`src/rtl/uart_pkg.sv`:
```
// Shared types and constants for the oversampling UART receiver family.
package uart_pkg;

  typedef enum logic [2:0] {
    ST_IDLE,
    ST_START,
    ST_DATA,
    ST_PAR,
    ST_STOP,
    ST_BRK_WAIT
  } state_e;

  localparam int PAR_NONE = 0;
  localparam int PAR_EVEN = 1;
  localparam int PAR_ODD  = 2;

  // s counter must reach SB_TICK-1 (up to 31); n counter must reach DBIT-1 (up to 8)
  localparam int S_W = 5;
  localparam int N_W = 4;

  function automatic bit sb_tick_legal(input int sb);
    return (sb == 16) || (sb == 24) || (sb == 32);
  endfunction

  function automatic bit dbit_legal(input int dbit);
    return (dbit >= 5) && (dbit <= 9);
  endfunction

  function automatic bit parity_legal(input int par);
    return (par == PAR_NONE) || (par == PAR_EVEN) || (par == PAR_ODD);
  endfunction

endpackage

```
`src/rtl/uart_rx_sync.sv`:
```
// Two-flop synchronizer for the asynchronous serial line; resets to the idle (high) level.
module uart_rx_sync (
  input  logic clk,
  input  logic reset,
  input  logic rx_i,
  output logic rx_o
);

  logic meta_q;
  logic sync_q;

  always_ff @(posedge clk) begin
    if (reset) begin
      meta_q <= 1'b1;
      sync_q <= 1'b1;
    end else begin
      meta_q <= rx_i;
      sync_q <= meta_q;
    end
  end

  assign rx_o = sync_q;

endmodule

```
`src/rtl/uart_rx_frame.sv`:
```
// 16x oversampling UART receiver with majority-vote bit decisions, optional parity,
// framing/break/overrun detection and a one-deep holding register popped by rd.
module uart_rx_frame
  import uart_pkg::*;
#(
  parameter int DBIT    = 8,
  parameter int PARITY  = 0,
  parameter int SB_TICK = 16
) (
  input  logic            clk,
  input  logic            reset,
  input  logic            rx,
  input  logic            s_tick,
  input  logic            rd,
  output logic [DBIT-1:0] dout,
  output logic            valid,
  output logic            rx_done_tick,
  output logic            parity_err,
  output logic            frame_err,
  output logic            break_det,
  output logic            overrun_err
);

  if (!sb_tick_legal(SB_TICK)) begin : g_bad_sb_tick
    $error("uart_rx_frame: SB_TICK must be 16, 24 or 32");
  end
  if (!dbit_legal(DBIT)) begin : g_bad_dbit
    $error("uart_rx_frame: DBIT must be 5..9");
  end
  if (!parity_legal(PARITY)) begin : g_bad_parity
    $error("uart_rx_frame: PARITY must be 0, 1 or 2");
  end

  localparam logic [S_W-1:0] S_MID  = S_W'(7);
  localparam logic [S_W-1:0] S_V0   = S_W'(13);
  localparam logic [S_W-1:0] S_V1   = S_W'(14);
  localparam logic [S_W-1:0] S_V2   = S_W'(15);
  localparam logic [S_W-1:0] S_LAST = S_W'(SB_TICK - 1);
  localparam logic [N_W-1:0] N_LAST = N_W'(DBIT - 1);
  localparam bit             HAS_PAR = (PARITY != PAR_NONE);

  function automatic logic maj3(input logic a, input logic b, input logic c);
    return (a & b) | (a & c) | (b & c);
  endfunction

  function automatic logic par_expected(input logic [DBIT-1:0] d);
    return (PARITY == PAR_ODD) ? ~^d : ^d;
  endfunction

  logic rx_s;

  uart_rx_sync u_sync (
    .clk   (clk),
    .reset (reset),
    .rx_i  (rx),
    .rx_o  (rx_s)
  );

  state_e          state_q, state_d;
  logic [S_W-1:0]  s_q, s_d;
  logic [N_W-1:0]  n_q, n_d;
  logic [DBIT-1:0] data_q, data_d;
  logic [1:0]      smp_q, smp_d;
  logic            par_bit_q, par_bit_d;
  logic            par_err_q, par_err_d;
  logic            stop_q, stop_d;

  logic            vote_c;
  logic            stop_c;
  logic            complete_c;
  logic            break_c;

  logic [DBIT-1:0] dout_q;
  logic            valid_q;
  logic            done_q;
  logic            perr_q;
  logic            ferr_q;
  logic            brk_q;
  logic            ovr_q;

  // Bit decision uses the two latched samples plus the live sample at s==15
  assign vote_c  = maj3(smp_q[0], smp_q[1], rx_s);
  assign stop_c  = (s_q == S_V2) ? rx_s : stop_q;
  assign break_c = ~stop_c && (data_q == '0) && (!HAS_PAR || !par_bit_q);

  always_comb begin
    state_d    = state_q;
    s_d        = s_q;
    n_d        = n_q;
    data_d     = data_q;
    smp_d      = smp_q;
    par_bit_d  = par_bit_q;
    par_err_d  = par_err_q;
    stop_d     = stop_q;
    complete_c = 1'b0;

    unique case (state_q)
      ST_IDLE: begin
        if (!rx_s) begin
          state_d = ST_START;
          s_d     = '0;
        end
      end

      ST_START: begin
        if (s_tick) begin
          if (s_q == S_MID) begin
            if (rx_s) begin
              state_d = ST_IDLE;
            end else begin
              state_d   = ST_DATA;
              s_d       = '0;
              n_d       = '0;
              par_err_d = 1'b0;
            end
          end else begin
            s_d = s_q + 1'b1;
          end
        end
      end

      ST_DATA: begin
        if (s_tick) begin
          if (s_q == S_V2) begin
            data_d = {vote_c, data_q[DBIT-1:1]};
            s_d    = '0;
            if (n_q == N_LAST) begin
              state_d = HAS_PAR ? ST_PAR : ST_STOP;
            end else begin
              n_d = n_q + 1'b1;
            end
          end else begin
            if (s_q == S_V0) smp_d[0] = rx_s;
            if (s_q == S_V1) smp_d[1] = rx_s;
            s_d = s_q + 1'b1;
          end
        end
      end

      ST_PAR: begin
        if (s_tick) begin
          if (s_q == S_V2) begin
            par_bit_d = vote_c;
            par_err_d = (vote_c != par_expected(data_q));
            state_d   = ST_STOP;
            s_d       = '0;
          end else begin
            if (s_q == S_V0) smp_d[0] = rx_s;
            if (s_q == S_V1) smp_d[1] = rx_s;
            s_d = s_q + 1'b1;
          end
        end
      end

      ST_STOP: begin
        if (s_tick) begin
          if (s_q == S_V2) stop_d = rx_s;
          if (s_q == S_LAST) begin
            complete_c = 1'b1;
            s_d        = '0;
            state_d    = (!stop_c && (data_q == '0)) ? ST_BRK_WAIT : ST_IDLE;
          end else begin
            s_d = s_q + 1'b1;
          end
        end
      end

      ST_BRK_WAIT: begin
        if (rx_s) state_d = ST_IDLE;
      end

      default: state_d = ST_IDLE;
    endcase
  end

  always_ff @(posedge clk) begin
    if (reset) begin
      state_q   <= ST_IDLE;
      s_q       <= '0;
      n_q       <= '0;
      par_err_q <= 1'b0;
    end else begin
      state_q   <= state_d;
      s_q       <= s_d;
      n_q       <= n_d;
      par_err_q <= par_err_d;
    end
  end

  always_ff @(posedge clk) begin
    data_q    <= data_d;
    smp_q     <= smp_d;
    par_bit_q <= par_bit_d;
    stop_q    <= stop_d;
  end

  // Holding register: a completing frame always wins; overrun records that an unread word was lost
  always_ff @(posedge clk) begin
    if (reset) begin
      done_q  <= 1'b0;
      dout_q  <= '0;
      valid_q <= 1'b0;
      perr_q  <= 1'b0;
      ferr_q  <= 1'b0;
      brk_q   <= 1'b0;
      ovr_q   <= 1'b0;
    end else begin
      done_q <= complete_c;
      if (complete_c) begin
        dout_q  <= data_q;
        valid_q <= 1'b1;
        perr_q  <= HAS_PAR && par_err_q;
        ferr_q  <= ~stop_c;
        brk_q   <= break_c;
        ovr_q   <= valid_q && !rd;
      end else if (rd && valid_q) begin
        valid_q <= 1'b0;
        ovr_q   <= 1'b0;
      end
    end
  end

  assign dout         = dout_q;
  assign valid        = valid_q;
  assign rx_done_tick = done_q;
  assign parity_err   = perr_q;
  assign frame_err    = ferr_q;
  assign break_det    = brk_q;
  assign overrun_err  = ovr_q;

endmodule

```
`config.mk`:
```
export PLATFORM = sky130hd
export DESIGN_NAME = uart_rx_frame
export DESIGN_NICKNAME = d
export VERILOG_FILES = /design/src/rtl/uart_pkg.sv /design/src/rtl/uart_rx_sync.sv /design/src/rtl/uart_rx_frame.sv
export SDC_FILE = /design/constraint.sdc
export NUM_CORES = 1
export LEC_CHECK = 0
export BUFFER_PORTS_ARGS = -buffer_cell sky130_fd_sc_hd__buf_2
export CORE_ASPECT_RATIO = 0.75
export CORE_UTILIZATION = 62
export DETAILED_ROUTE_END_ITERATION = 10
export HOLD_SLACK_MARGIN = 0.15
export PLACE_DENSITY = 0.88
export SLEW_MARGIN = 20
export SYNTH_ARGS = -nofsm -noshare
export SYNTH_HDL_FRONTEND = slang
export SYNTH_SLANG_ARGS = --single-unit
export TNS_END_PERCENT = 100
```
`constraint.sdc`:
```
create_clock -name clk -period 3.9 [get_ports clk]
set_clock_uncertainty 0.15 [all_clocks]
set_input_delay 0.78 -clock clk [delete_from_list [all_inputs] [get_ports clk]]
set_output_delay 0.78 -clock clk [all_outputs]
set_load 0.03 [all_outputs]
```
==> results.yml, run 1 <==
clock_network:
  ctsResizeCount: 0
  clock-sinks: 38
  clk_path_buf_depth: 2
  clk_pin_slew_worst_paths_ps: 70
  ctsHoldBuffers: 0
  cts_buffers: 5
  root_buffer: "clkbuf_8"
  cts_max_level: 2
  cts_tree: "yes"
  post_cts_buffers: 0
  clkLatencyLatePin_ps: 290
synthesis:
  ys_seq_area_share_pct: 46.2
  synth_fp_nets: 200
  synthesis.area_mm2: 0.00188
  ys.flop_type: "dfxtp_1"
  synthCells: 190
  async_reset_ff_share_pct: 0
  synth_area_per_cell_um2: 9.92
  yosys_warnings: 0
  ys_types: 53
  synth_edf_count: 11
  ys_ff_latch: 38
finish:
  drive_gt1_share_pct: 17.2
  fin_util_pct: 73.0
  nets: 213
  final-instance-count-excl-fill: 240
  fillers: 198
  antenna_cells: 0
  area_growth_pct: 6.24
sta:
  slew_headroom_pct: 45.9
  setup_tns_ps: 0
  period_share_pct: 64.7
  fin_hold_ws_ps: 266
  slew_viol_final: 0
  fmax_mhz: 396
  hold_violations: 0
  finalSetupViolations: 0
  grt_setup_unrepaired: "no"
  layout_min_cycle_time_ps: 2520
  tightest_slew_ps: 809
floorplanning:
  rows: 16
  core_mm2: 0.00274
  die_y_um: 49.7
  dieArea_mm2: 0.00327
  initial_core_util_pct: 68.7
  die_w_um: 65.7
  ioPinCount: 19
hold_path:
  hp-class: "reg -> reg"
placed_design:
  port_buffers: 17
  globalplace.congestion: 0.932
  placedCellCount: 232
  dp_hpwl_um: 2890
critical_path:
  start_kind: "flip-flop"
  critPathKind: "reg -> reg"
  crit_path_end_kind: "flip-flop"
  critPathArrivalTime_ps: 2530
  crit_required_ps: 3910
  crit_fanout: 14
grt:
  grt_max_degree: 26
  grt_usage_pct: 27.3
  grt-ovfl-total: 0
  grt_pass1_wl_um: 6510
  antenna_found_initial: 0
  grt_pass1_vias: 1378
routing:
  wl_per_cell_um: 16.5
  antenna_left: 0
  drc: 0
  routed_wl_um: 3960
  viasPerCell: 6.18
  dr.pass1.iters: 4
  num_vias: 1482
  drt_iter0_markers: 124
power:
  ir_drop_mv: 0.307
  powerDensity_mw_per_mm2: 481
  p_leak_nw: 0.876
run_status:
  outcome: "finished, final reports clean"
job:
  cap_violations: 0
## state kept, by name, summed over array words and instances (netlist names), 2 cells and up
| name | cells |
|---|---|
| data_q | 8 |
| dout | 8 |
| s_q | 5 |
| n_q | 4 |
| state_q | 3 |
| smp_q | 2 |
## critical path, cell delays in order (launching register included)
cell and delay (ps):
dfxtp_1 610, nor3b_2 490, nand3_1 670, mux2i_1 390, nor2_1 80
## layout make-up
class / instances / area (um2) / share of cell area [%]
Clock buffer: 6 / 72.6 / 3.62
Clock inverter: 2 / 8.76 / 0.437
Inverter: 8 / 30.0 / 1.50
Multi-Input combinational cell: 133 / 890 / 44.4
Sequential cell: 38 / 871 / 43.5
Tap cell: 36 / 45.0 / 2.25
Timing Repair Buffer: 17 / 85.1 / 4.25
## placed cells by master (no fill, tap or decap), types with 2 or more instances in the layout
master	n
clkbuf_8	5
or4_1	2
dfxtp_1	27
a21o_1	2
mux2i_1	13
nand3_1	5
a311oi_1	2
a21oi_1	7
xnor2_1	3
nand2b_1	2
maj3_1	2
and3_1	4
nor4_1	2
nor3_1	3
a211oi_1	5
ha_1	5
or2_2	4
a311o_1	2
nand2_1	10
inv_2	2
edfxtp_1	11
inv_1	6
o21ai_0	7
nor2_1	27
and2_1	3
buf_2	17
## routing by layer
| metal | track usage (%) | up-vias | wire length (um) |
|---|---|---|---|
| li1 | - | 706 | - |
| met1 | 34.9 | 687 | 1660 |
| met2 | 42.2 | 78 | 1860 |
| met3 | 9.26 | 11 | 383 |
| met4 | 10.5 | 0 | 52 |
| met5 | 0 | - | 0 |
## metrics by stage
step	total power, mW	setup WS [ps]	instance area, um2
6_report	0.963	1380	2000
5_1_grt	1.01	1210	2000
4_1_cts	0.959	1400	2000
3_5_place_dp	0.711	1320	1920
3_3_place_gp	0.702	1380	1920
2_1_floorplan	0.673	1600	1880
## Yosys cell counts (3+ instances only)
| cell | number | area share, % |
|---|---|---|
| dfxtp_1 | 27 | 29 |
| buf_6 | 3 | 1.8 |
| edfxtp_1 | 11 | 18 |
| nor3_1 | 3 | 0.80 |
| a211oi_1 | 5 | 2.0 |
| mux2i_1 | 13 | 6.9 |
| nand2_1 | 10 | 2.0 |
| ha_1 | 5 | 3.3 |
| o21ai_0 | 7 | 1.9 |
| a21oi_1 | 7 | 1.9 |
| or2_2 | 4 | 1.3 |
| xnor2_1 | 3 | 1.4 |
| inv_1 | 6 | 1.2 |
| nand3_1 | 5 | 1.3 |
| and3_1 | 4 | 1.3 |
| nor2_1 | 27 | 5.4 |
| and2_1 | 3 | 1.0 |
## report_power, final
part	switching [mW]	internal, mW
clock	0.125	0.123
sequential	0.0446	0.423
combinational	0.146	0.102
## path summary, 6_finish.rpt
path / start / endpoint / slack (ps) / cells after the start
max: state_q[2] / dout[3] / 1380 / 4
min: u_sync.meta_q / u_sync.rx_o / 270 / 1
max reg2reg: state_q[2] / dout[3] / 1380 / 4
min reg2reg: u_sync.meta_q / u_sync.rx_o / 270 / 1
## logic make-up (layout without fill, tap and decap cells)
| kind of cell | after synthesis | count (layout) | synth area share (%) |
|---|---|---|---|
| AO/OA/AOI/OAI | 36 | 36 | 13.3 |
| multiplexers | 13 | 13 | 6.91 |
| other | 1 | 1 | 0.199 |
| XOR/XNOR | 3 | 3 | 1.39 |
| AND/OR/NAND/NOR | 73 | 73 | 21.0 |
| flip-flops | 38 | 38 | 46.2 |
| adder cells (fa/ha/maj) | 7 | 7 | 4.38 |
| buffers and inverters | 19 | 33 | 6.57 |
No activity file was read; power rests on OpenSTA's default activity.
==> inputs of run 2 (changes only) <==
--- a/config.mk
+++ b/config.mk
@@ -5,12 +5,13 @@
 export SDC_FILE = /design/constraint.sdc
 export NUM_CORES = 1
 export LEC_CHECK = 0
+export ABC_AREA = 1
 export BUFFER_PORTS_ARGS = -buffer_cell sky130_fd_sc_hd__buf_2
 export CORE_ASPECT_RATIO = 0.75
-export CORE_UTILIZATION = 62
+export CORE_UTILIZATION = 52
 export DETAILED_ROUTE_END_ITERATION = 10
 export HOLD_SLACK_MARGIN = 0.15
-export PLACE_DENSITY = 0.88
+export PLACE_DENSITY = 0.79
 export SLEW_MARGIN = 20
 export SYNTH_ARGS = -nofsm -noshare
 export SYNTH_HDL_FRONTEND = slang
==> constraint.sdc (replaced) <==
create_clock -name clk -period 2.1 [get_ports clk]
set_clock_uncertainty 0.15 [all_clocks]
set_input_delay 0.42 -clock clk [delete_from_list [all_inputs] [get_ports clk]]
set_output_delay 0.42 -clock clk [all_outputs]
set_load 0.03 [all_outputs]
==> run 2 against run 1 <==
Net effect:
- the flow now finishes with violations (design-rule violations)
- largest power group unchanged
- critical endpoint is now dout[4]
- worst setup slack worse by 1100 ps
- combinational power up 2%
- clock-buffer cell count up 2
- synthesized cell count up 25%
==> results.yml, run 2 <==
synthesis:
  ys.flop_type: "dfxtp_1"
  synthCells: 237
  synth_edf_count: 11
  yosys_warnings: 0
  synth_fp_nets: 247
  synth-compound-area-share_pct: 11.7
  synthTopCellsByArea: "dfxtp_1, edfxtp_1, nand2_1"
  yosysMostFrequentCell: "nand2_1"
  synthAdderAreaFrac_pct: 3.86
  synthesis.area_mm2: 0.00188
  synth_top_area_share_pct: 28.8
  ys_types: 31
  synth_top_family_by_area: "simple AND/OR/NAND/NOR gates"
  synth_mux_area_share_pct: 0
  yosys.area_share.xor_xnor_pct: 0.466
  yosys.area_share.simple_pct: 29.3
  yosysTopAreaCell: "dfxtp_1"
  synth_area_per_cell_um2: 7.92
  ys_seq_area_share_pct: 46.4
  yosys-top-cells-count: "nand2_1, inv_1, dfxtp_1, a21oi_1, nor2_1"
  ys_ff_latch: 38
  async_reset_ff_share_pct: 0
routing:
  dr.pass1.iters: 7
  viasPerCell: 5.17
  routed_wl_um: 3490
  num_vias: 1540
  antenna_left: 0
  drt_iter0_markers: 111
  drc: 4
  wl_per_cell_um: 11.7
clock_network:
  cts_buffers: 5
  clk_pin_slew_worst_paths_ps: 70
  cts_tree: "yes"
  root_buffer: "clkbuf_8"
  ctsHoldBuffers: 0
  post_cts_buffers: 0
  clock-sinks: 38
  clkLatencyLatePin_ps: 290
  clk_path_buf_depth: 2
  cts_max_level: 2
  ctsResizeCount: 0
grt:
  antenna_found_initial: 0
  grt_max_degree: 24
  grt-ovfl-total: 0
  grt_pass1_vias: 1240
  grt_pass1_wl_um: 5700
  grt_usage_pct: 20.4
finish:
  drive_gt1_share_pct: 20.9
  antenna_cells: 0
  final_common_cell: "nand2_1"
  fillers: 308
  final_cell_mix: "nand2_1, inv_1, dfxtp_1, a21oi_1"
  area_growth_pct: 11.8
  nets: 267
  stdcell_area_mm2: 0.00210
  ff_latch_area_um2: 871
  multi_input_area_um2: 855
  fin_util_pct: 62.1
sta:
  grt_setup_unrepaired: "no"
  hold_violations: 0
  slew_viol_final: 0
  layout_min_cycle_time_ps: 1830
  setup_tns_ps: 0
  period_share_pct: 87.4
  finalSetupViolations: 0
  fmax_mhz: 545
critical_path:
  slowest_stage: "dfxtp_1"
  cp_num_buf_inv: 0
  start_kind: "flip-flop"
  crit_required_ps: 2180
  slowest_delay_ps: 420
  path_common_cell: "nand2_2"
  crit_family: "simple AND/OR/NAND/NOR gates"
  critPathArrivalTime_ps: 1910
  worstPathCellList: "ha_1 -> nand2_2 -> nor2_2 -> nand2_2 -> nor2_4 -> o21ai_0 -> a21oi_1"
  crit_path_end_kind: "flip-flop"
  critPathKind: "reg -> reg"
  crit_fanout: 23
floorplanning:
  die_y_um: 54.0
  core_mm2: 0.00338
  rows: 18
  dieArea_mm2: 0.00386
  ioPinCount: 19
  initial_core_util_pct: 55.6
  die_w_um: 71.4
placed_design:
  placedInstanceArea_mm2: 0.00199
  dp_hpwl_um: 2580
  port_buffers: 17
  globalplace.congestion: 0.897
power:
  ir_drop_mv: 0.297
  p_leak_nw: 0.889
  powerDensity_mw_per_mm2: 780
run_status:
  violations: "design-rule violations"
  outcome: "complete, but fails checks"
job:
  cap_violations: 0
hold_path:
  hp-class: "in -> reg"
run 2: cell count changes in the layout (fill, tap and decap cells not counted), moves of 10 or more:
cell     previous run  this run
nand3_1             5        16
nand2_1            10        51
nor2_1             27        17
inv_1               6        29
a21oi_1             7        23
mux2i_1            13         0
nand2_2             0        12
run 2: worst paths after layout:
kind                      start            end  slack [ps]  cells past startpoint
setup / recovery         s_q[1]        dout[4]         270                      7
setup reg to reg         s_q[1]        dout[4]         270                      7
hold / removal               rx  u_sync.meta_q         160                      2
hold reg to reg   u_sync.meta_q    u_sync.rx_o         260                      1
run 2: area by class of cell:
class | count | area share [%]
well taps | 40 | 2.38
inverters | 32 | 5.72
clock buffers | 8 | 5.30
multi-input cells | 162 | 40.7
repair buffers | 18 | 4.41
flip-flops and latches | 38 | 41.5
run 2: kinds of logic (layout without fill, tap and decap cells):
group | count (synthesis) | count (layout)
compound gates | 41 | 41
simple gates | 113 | 113
flops | 38 | 38
fa+ha+maj | 6 | 6
buf+inv | 37 | 58
xor+xnor | 1 | 1
other cells | 1 | 1
run 2: power breakdown:
part / leakage, nW / internal [mW] / switching [mW]
Combinational: 0.516 / 0.0849 / 0.168
Sequential: 0.317 / 0.769 / 0.0249
Clock: 0.0566 / 0.339 / 0.252
run 2: worst register-to-register path, stage by stage (launching register included):
cell and delay, ps:
dfxtp_1 420, ha_1 260, nand2_2 100, nor2_2 130, nand2_2 90, nor2_4 340, o21ai_0 150, a21oi_1 140
run 2: layer usage:
layer	global-route usage, %	part of all wire [%]	vias up
met4	9.67	1.3	0
li1	-	-	807
met2	29.8	39	44
met3	6.93	6.2	4
met5	0	0	-
met1	27.2	53	685
run 2: metrics by stage:
stage / total power [mW] / hold WS [ps] / instances / setup WS [ps]
after global placement: 1.06 / 260 / 290 / 366
after detailed placement: 1.06 / 243 / 290 / 289
after CTS: 1.65 / 156 / 298 / 275
final: 1.64 / 163 / 298 / 265
after global routing: 1.72 / 164 / 298 / 25.8
after floorplan: 1.01 / 239 / 237 / 304
==> inputs of run 3 (changes only) <==
--- a/config.mk
+++ b/config.mk
@@ -5,13 +5,13 @@
 export SDC_FILE = /design/constraint.sdc
 export NUM_CORES = 1
 export LEC_CHECK = 0
-export ABC_AREA = 1
+export ABC_AREA = 0
 export BUFFER_PORTS_ARGS = -buffer_cell sky130_fd_sc_hd__buf_2
 export CORE_ASPECT_RATIO = 0.75
 export CORE_UTILIZATION = 52
 export DETAILED_ROUTE_END_ITERATION = 10
 export HOLD_SLACK_MARGIN = 0.15
-export PLACE_DENSITY = 0.79
+export PLACE_DENSITY = 0.73
 export SLEW_MARGIN = 20
 export SYNTH_ARGS = -nofsm -noshare
 export SYNTH_HDL_FRONTEND = slang
==> run 3 against run 2 <==
Net effect:
- the flow now finishes without violations
- power rose by 26%
- final cell count fell by 11%
- sequential cell count did not move
- die area rose by 0.32%
- highest routed layer unchanged
- worst hold slack got worse by 2.0 ps
- fmax fell by 11%
- critical path depth did not move
- critical endpoint is now state_q[2]
- worst setup slack got worse by 230 ps
- utilization rose by 3.6 points
- largest power group unchanged
==> results.yml, run 3 (synthesized netlist as in run 1, its figures left out) <==
critical_path:
  r2r_cells: 7
  r2r-end: "state_q[2]"
  critPathKind: "reg -> reg"
  cp_num_buf_inv: 1
  crit_family: "simple AND/OR/NAND/NOR gates"
  crit_required_ps: 2180
  start_kind: "flip-flop"
  crit_fanout: 3
  rrSetupSlack_ps: 30
  crit_path_end_kind: "flip-flop"
  critPathArrivalTime_ps: 2150
  slowest_delay_ps: 430
  r2r-start: "s_q[1]"
  slowest_stage: "or4_4"
  worstPathCellList: "ha_4 -> nand4b_4 -> or4_4 -> a311o_1 -> buf_4 -> nor2_1 -> o221a_1"
placed_design:
  globalplace.congestion: 0.909
  placedInstanceArea_mm2: 0.00208
  dp_hpwl_um: 3070
  pre_cts_slack_ps: -9.07
  placedCellCount: 255
  port_buffers: 17
clock_network:
  cts_max_level: 2
  cts_buffers: 5
  clk_pin_slew_worst_paths_ps: 80
  clock-sinks: 38
  root_buffer: "clkbuf_8"
  ctsHoldBuffers: 0
  cts_tree: "yes"
  clk_path_buf_depth: 2
  clkLatencyLatePin_ps: 290
sta:
  setup_tns_ps: 0
  period_share_pct: 98.5
  timing.final.ws_setup_ps: 31.1
  fmax_mhz: 483
  fin_hold_ws_ps: 161
  hold_violations: 0
  slew_viol_final: 0
  finalSetupViolations: 0
  layout_min_cycle_time_ps: 2070
  grt_setup_unrepaired: "yes"
grt:
  grt_usage_pct: 23.8
  antenna_found_initial: 0
  grt_pass1_wl_um: 6770
  grt-ovfl-total: 0
  grt_pass1_vias: 1472
  grt_max_degree: 18
routing:
  num_vias: 1545
  antenna_left: 0
  dr.pass1.iters: 4
  drc: 0
  drt_iter0_markers: 135
  viasPerCell: 5.85
  wl_per_cell_um: 15.7
  routed_wl_um: 4140
hold_path:
  min-delay-start: "rx"
  hp-class: "in -> reg"
  hold-path-cell-count: 2
  hold-path-endpoint: "u_sync.meta_q"
floorplanning:
  rows: 18
  dieArea_mm2: 0.00387
  die_y_um: 54.1
  ioPinCount: 19
  core_mm2: 0.00338
  initial_core_util_pct: 55.8
  die_w_um: 71.5
finish:
  final-instance-count-excl-fill: 264
  area_growth_pct: 17.9
  fillers: 277
  fin_util_pct: 65.8
  stdcell_area_mm2: 0.00222
  final_common_cell: "nor2_1"
  final_cell_mix: "nor2_1, dfxtp_1, buf_4, buf_2, mux2i_1"
  nets: 233
  drive_gt1_share_pct: 27.7
  antenna_cells: 0
run_status:
  outcome: "finished, final reports clean"
power:
  power_mw: 2.07
  ir_drop_mv: 0.526
  powerDensity_mw_per_mm2: 932
  p_leak_nw: 1.01
job:
  cap_violations: 0
-- run 3: layer usage --
metal	track usage, %	up-vias	routed length [um]	share of wire, %
met5	0	-	0	0
met4	11.8	0	87	2.1
met3	6.74	13	298	7.2
met2	35.7	59	1750	42
met1	31.9	727	2000	48
li1	-	746	-	-
-- run 3: worst register-to-register path, delay by kind of cell, from the launching register on --
family,cells,cell delay [ps]
buf+inv,1,150
compound gates,2,490
fa+ha+maj,1,160
flops,1,360
simple gates,3,700
-- run 3: power breakdown --
part           switching (mW)  total (mW)  internal [mW]  leakage, nW
Clock                   0.253       0.608          0.355       0.0524
Sequential             0.0470       0.837          0.790        0.318
Combinational           0.351       0.626          0.275        0.638
Total                   0.651        2.07           1.42         1.01
-- run 3: worst max path at each step --
stage / start / end / depth (start not counted)
floorplan: s_q[0] / state_q[2] / 6
global placement: s_q[1] / state_q[2] / 6
detailed placement: s_q[1] / state_q[2] / 6
CTS: state_q[2] / state_q[2] / 5
global route: s_q[1] / state_q[2] / 6
finish: s_q[1] / state_q[2] / 7
-- run 3: layout make-up --
| class | count | area [um2] | area share, % |
|---|---|---|---|
| clock buffers | 7 | 76.3 | 3.43 |
| clock inverters | 1 | 30.0 | 1.35 |
| inverters | 8 | 30.0 | 1.35 |
| multi-input cells | 133 | 923 | 41.6 |
| flip-flops and latches | 38 | 877 | 39.5 |
| well taps | 40 | 50.0 | 2.25 |
| repair buffers | 37 | 235 | 10.6 |
-- run 3: timing repair --
action / 4_1_cts / 5_1_grt
setup buffers: 1 / 0
cloned: 0 / 0
gates resized for setup: 1 / 5
endpoints found under the setup margin: 1 / 6
pin swaps: 0 / 1
